<file path="src/rtl/stopwatch_counter.sv">
// MM:SS BCD stopwatch advanced by a synchronized, edge-detected tick from the clock divider.
// Supports run, pause, synchronous clear and a per-field adjust mode.
module stopwatch_counter #(
  parameter int unsigned SYNC_STAGES = 2,
  parameter int unsigned MAX_MIN     = 99
) (
  input  logic       i_clk,
  input  logic       i_rst_n,
  input  logic       i_tick,
  input  logic       i_clr,
  input  logic       i_pause,
  input  logic       i_adj,
  input  logic       i_sel,
  output logic [3:0] o_min_tens,
  output logic [3:0] o_min_ones,
  output logic [3:0] o_sec_tens,
  output logic [3:0] o_sec_ones,
  output logic       o_wrap
);

  localparam logic [3:0] MaxMinTens = 4'(MAX_MIN / 10);
  localparam logic [3:0] MaxMinOnes = 4'(MAX_MIN % 10);

  // Tick synchronizer and rising-edge detector
  logic [SYNC_STAGES-1:0] sync_q;
  logic [SYNC_STAGES:0]   prime_q;
  logic                   prev_q;
  logic                   sync_out;
  logic                   primed;
  logic                   step;

  always_ff @(posedge i_clk or negedge i_rst_n) begin
    if (!i_rst_n) begin
      sync_q  <= '0;
      prime_q <= '0;
      prev_q  <= 1'b0;
    end else begin
      sync_q  <= {sync_q[SYNC_STAGES-2:0], i_tick};
      prime_q <= {prime_q[SYNC_STAGES-1:0], 1'b1};
      prev_q  <= sync_out;
    end
  end

  assign sync_out = sync_q[SYNC_STAGES-1];
  // Edge detection is held off until prev_q carries a real sample, so a tick that is
  // already high when reset releases is not mistaken for a rising edge.
  assign primed   = prime_q[SYNC_STAGES];
  assign step     = primed & sync_out & ~prev_q;

  // Count registers
  logic [3:0] min_tens_q, min_tens_d;
  logic [3:0] min_ones_q, min_ones_d;
  logic [3:0] sec_tens_q, sec_tens_d;
  logic [3:0] sec_ones_q, sec_ones_d;
  logic       wrap_q, wrap_d;

  always_ff @(posedge i_clk or negedge i_rst_n) begin
    if (!i_rst_n) begin
      min_tens_q <= 4'd0;
      min_ones_q <= 4'd0;
      sec_tens_q <= 4'd0;
      sec_ones_q <= 4'd0;
      wrap_q     <= 1'b0;
    end else begin
      min_tens_q <= min_tens_d;
      min_ones_q <= min_ones_d;
      sec_tens_q <= sec_tens_d;
      sec_ones_q <= sec_ones_d;
      wrap_q     <= wrap_d;
    end
  end

  // BCD incrementers for each field
  logic       sec_at_max;
  logic       min_at_max;
  logic [3:0] sec_tens_inc, sec_ones_inc;
  logic [3:0] min_tens_inc, min_ones_inc;

  assign sec_at_max = (sec_tens_q == 4'd5) && (sec_ones_q == 4'd9);
  assign min_at_max = (min_tens_q == MaxMinTens) && (min_ones_q == MaxMinOnes);

  always_comb begin
    sec_tens_inc = sec_tens_q;
    sec_ones_inc = sec_ones_q + 4'd1;
    if (sec_ones_q >= 4'd9) begin
      sec_ones_inc = 4'd0;
      sec_tens_inc = (sec_tens_q >= 4'd5) ? 4'd0 : sec_tens_q + 4'd1;
    end
  end

  always_comb begin
    min_tens_inc = min_tens_q;
    min_ones_inc = min_ones_q + 4'd1;
    if (min_at_max) begin
      min_tens_inc = 4'd0;
      min_ones_inc = 4'd0;
    end else if (min_ones_q >= 4'd9) begin
      min_ones_inc = 4'd0;
      min_tens_inc = min_tens_q + 4'd1;
    end
  end

  // Next state: clear beats pause, pause beats any step
  always_comb begin
    min_tens_d = min_tens_q;
    min_ones_d = min_ones_q;
    sec_tens_d = sec_tens_q;
    sec_ones_d = sec_ones_q;
    wrap_d     = 1'b0;
    if (i_clr) begin
      min_tens_d = 4'd0;
      min_ones_d = 4'd0;
      sec_tens_d = 4'd0;
      sec_ones_d = 4'd0;
    end else if (i_pause) begin
      wrap_d = 1'b0;
    end else if (step) begin
      if (i_adj) begin
        if (i_sel) begin
          sec_tens_d = sec_tens_inc;
          sec_ones_d = sec_ones_inc;
        end else begin
          min_tens_d = min_tens_inc;
          min_ones_d = min_ones_inc;
        end
      end else begin
        sec_tens_d = sec_tens_inc;
        sec_ones_d = sec_ones_inc;
        if (sec_at_max) begin
          min_tens_d = min_tens_inc;
          min_ones_d = min_ones_inc;
          wrap_d     = min_at_max;
        end
      end
    end
  end

  assign o_min_tens = min_tens_q;
  assign o_min_ones = min_ones_q;
  assign o_sec_tens = sec_tens_q;
  assign o_sec_ones = sec_ones_q;
  assign o_wrap     = wrap_q;

endmodule

</file>
<file path="config.mk">
export PLATFORM = sky130hd
export DESIGN_NAME = stopwatch_counter
export DESIGN_NICKNAME = d
export VERILOG_FILES = /design/src/rtl/stopwatch_counter.sv
export SDC_FILE = /design/constraint.sdc
export NUM_CORES = 1
export LEC_CHECK = 0
export ABC_AREA = 1
export CORE_MARGIN = 3
export CORE_UTILIZATION = 55
export DETAILED_ROUTE_END_ITERATION = 10
export DONT_BUFFER_PORTS = 1
export GPL_TIMING_DRIVEN = 0
export PLACE_DENSITY = 0.73
export SYNTH_ARGS = -nofsm -noshare
export SYNTH_HDL_FRONTEND = slang
export SYNTH_SLANG_ARGS = --single-unit
</file>
<file path="constraint.sdc">
create_clock -name i_clk -period 1.2 [get_ports i_clk]
set_input_delay 0.3 -clock i_clk [delete_from_list [all_inputs] [get_ports i_clk]]
set_output_delay 0.3 -clock i_clk [all_outputs]
set_load 0.03 [all_outputs]
</file>
==> qor.yml <==
clock_tree:
  path_clk_slew_ns: 0.14
  clock_path_buffers: 2
  clock-sinks: 23
  clk_latency_ns: 0.32
  root_buffer: "clkbuf_4"
  numCtsBuffers: 3
  htree_levels: 1
  cts_tree: "yes"
power_and_ir_drop:
  power_density_mw_per_mm2: 1370
  finalPower_mw: 2.46
  leakagePower_nw: 0.816
  peakVddDrop_mv: 1.16
sta:
  grt_setup_unrepaired: "true"
  whs_ns: 0.112
  max_freq_ghz: 0.671
  drv_slew: 0
  relSlewSlack: 0.322
  fin_crit_ns: 1.49
  final_hold_viol_count: 0
  worst_pin_slew_ns: 1.02
  setup_slack_ns: -0.289
  setup_viol: 19
  finalCritPeriodShare: 1.24
  tns_ns: -4.03
  clock_skew_ns: 0.00490
place:
  dpl_cell_area_mm2: 0.00145
  dp_cells: 198
  place_congestion: 0.845
  port-buffer-count: 0
  dp_hpwl_um: 2050
routing:
  num_vias: 1167
  first_pass_iters: 4
  routed_via_density: 5.58
  routed_wl_um: 3180
  wire_per_inst_um: 15.2
  route.antenna.remaining_nets: 0
  drt_iter0_markers: 53
  drc_errors: 0
critical_path:
  crit_fanout: 6
  rr_worst_depth: 8
  required_ns: 1.47
  critPathArrivalTime_ns: 1.76
  worstSetupStartpointType: "flip-flop"
  crit_type: "flip-flop to flip-flop"
  cp-end-kind: "flip-flop"
final_layout:
  areaGrowthSynthToFinish_pct: 33.5
  fin_nets: 200
  final_cell_mix: "32 x nand2_1, 16 x dfrtp_2, 10 x nand2_2"
  final_common_cell: "nand2_1"
  antenna_cells: 0
  fin_area_mm2: 0.00180
  fin_cells: 209
  drive_above_1_share: 0.514
grt:
  grt_pass1_wl_um: 4830
  overflow: 0
  gr-usage-all-layers: 0.192
  antenna_found_initial: 0
  grt_max_degree: 24
  grt_pass1_vias: 1086
die:
  start_util: 0.593
  die_h_um: 55.5
  rows: 17
  core_mm2: 0.00228
  io_pins: 24
  dieWidth_um: 55.5
  die_area_mm2: 0.00309
synth:
  ys.warnings.count: 0
  syn-num-nets: 188
  synth_seq_cells: 23
  ys_types: 22
  synth.avg_cell_area_um2: 7.94
  syn-instance-count: 170
  synth-seq-area-share: 0.426
  synth.cell_area_mm2: 0.00135
job:
  drv_cap: 0
worst_hold_path:
  worstHoldPathCells: 3
  hold_path.class: "input port to flip-flop"
status:
  violations: "setup timing"
  status: "finished, violations left"
## final cells by class
cell class | instances | area (µm²)
clock buffers | 3 | 22.5
clock inverters | 1 | 5.00
fillers | 140 | 474
inverters | 23 | 101
multi-input cells | 124 | 975
flip-flops and latches | 23 | 596
well taps | 28 | 35.0
repair buffers | 7 | 67.6
## cells by family after synthesis
logic type	count (synthesis)	synth area share
adder cells (fa/ha/maj)	11	0.102
AO/OA/AOI/OAI	8	0.0297
other	1	0.00278
buffers and inverters	23	0.0639
XOR/XNOR	5	0.0324
flip-flops	23	0.426
AND/OR/NAND/NOR	99	0.343
## per-stage QoR
stage | utilization | worst slack (ns)
floorplan | - | -0.133
global placement | 0.637 | -0.244
detailed placement | 0.637 | -0.270
CTS | 0.705 | -0.274
global route | 0.792 | -0.370
finish | 0.792 | -0.289
## worst max-delay path, stage by stage (launching register included)
cell,delay [ns]
dfrtp_2,0.52
inv_4,0.11
ha_4,0.15
nand3_2,0.10
nor2_4,0.12
nor2_2,0.05
nor2_4,0.21
nand3_2,0.11
nand2_1,0.07
## registers in the layout, summed over array words and instances (netlist names)
name and count:
prime_q 3, prev_q 1, o_wrap 1, o_min_tens 4, o_sec_tens 4, o_sec_ones 4
o_min_ones 4, sync_q 2
## power breakdown
part	switching, mW	leakage [nW]	internal [mW]	total (mW)
Combinational	0.443	0.523	0.375	0.818
Sequential	0.379	0.275	0.888	1.27
Clock	0.251	0.0177	0.125	0.376
Total	1.07	0.816	1.39	2.46
## per-layer routing
metal,track usage,part of all wire
met1,0.233,0.43
met2,0.326,0.53
met3,0.0467,0.035
met4,0.0764,0.0066
met5,0,0
## worst paths after layout
kind,endpoint,from,slack [ns]
max reg2reg,o_min_tens[1],o_sec_ones[1],-0.29
max,o_min_tens[1],o_sec_ones[1],-0.29
min reg2reg,prime_q[2],prime_q[1],0.37
min,o_min_ones[2],i_clr,0.11
min in group asynchronous,o_min_tens[2],i_rst_n,0.21
max in group asynchronous,o_sec_tens[3],i_rst_n,0.31
## what timing repair did
item / 4_1_cts / 5_1_grt
pin swaps: 13 / 14
hold buffers: 2 / 0
buffers inserted: 0 / 5
setup endpoints to repair: 26 / 43
gates resized for setup: 34 / 44
hold endpoints to repair: 24 / 0
## cell usage after synthesis
library cell / instances / area share
ha_1: 11 / 0.10
nand2_1: 44 / 0.12
dfrtp_1: 23 / 0.43
clkinv_1: 3 / 0.0083
nand3b_2: 1 / 0.0083
inv_1: 19 / 0.053
a21oi_1: 1 / 0.0037
inv_2: 1 / 0.0028
nor2_2: 1 / 0.0046
xor2_1: 3 / 0.019
nand2_4: 1 / 0.0083
nor2_4: 2 / 0.017
nand4_1: 5 / 0.023
o21ai_1: 3 / 0.011
xnor2_1: 2 / 0.013
nand3b_1: 1 / 0.0056
o21ai_0: 4 / 0.015
nand3_1: 20 / 0.074
nor2_1: 15 / 0.042
nor3_1: 4 / 0.015
conb_1: 1 / 0.0028
nand2_2: 5 / 0.023
No activity file was read; power rests on OpenSTA's default activity.
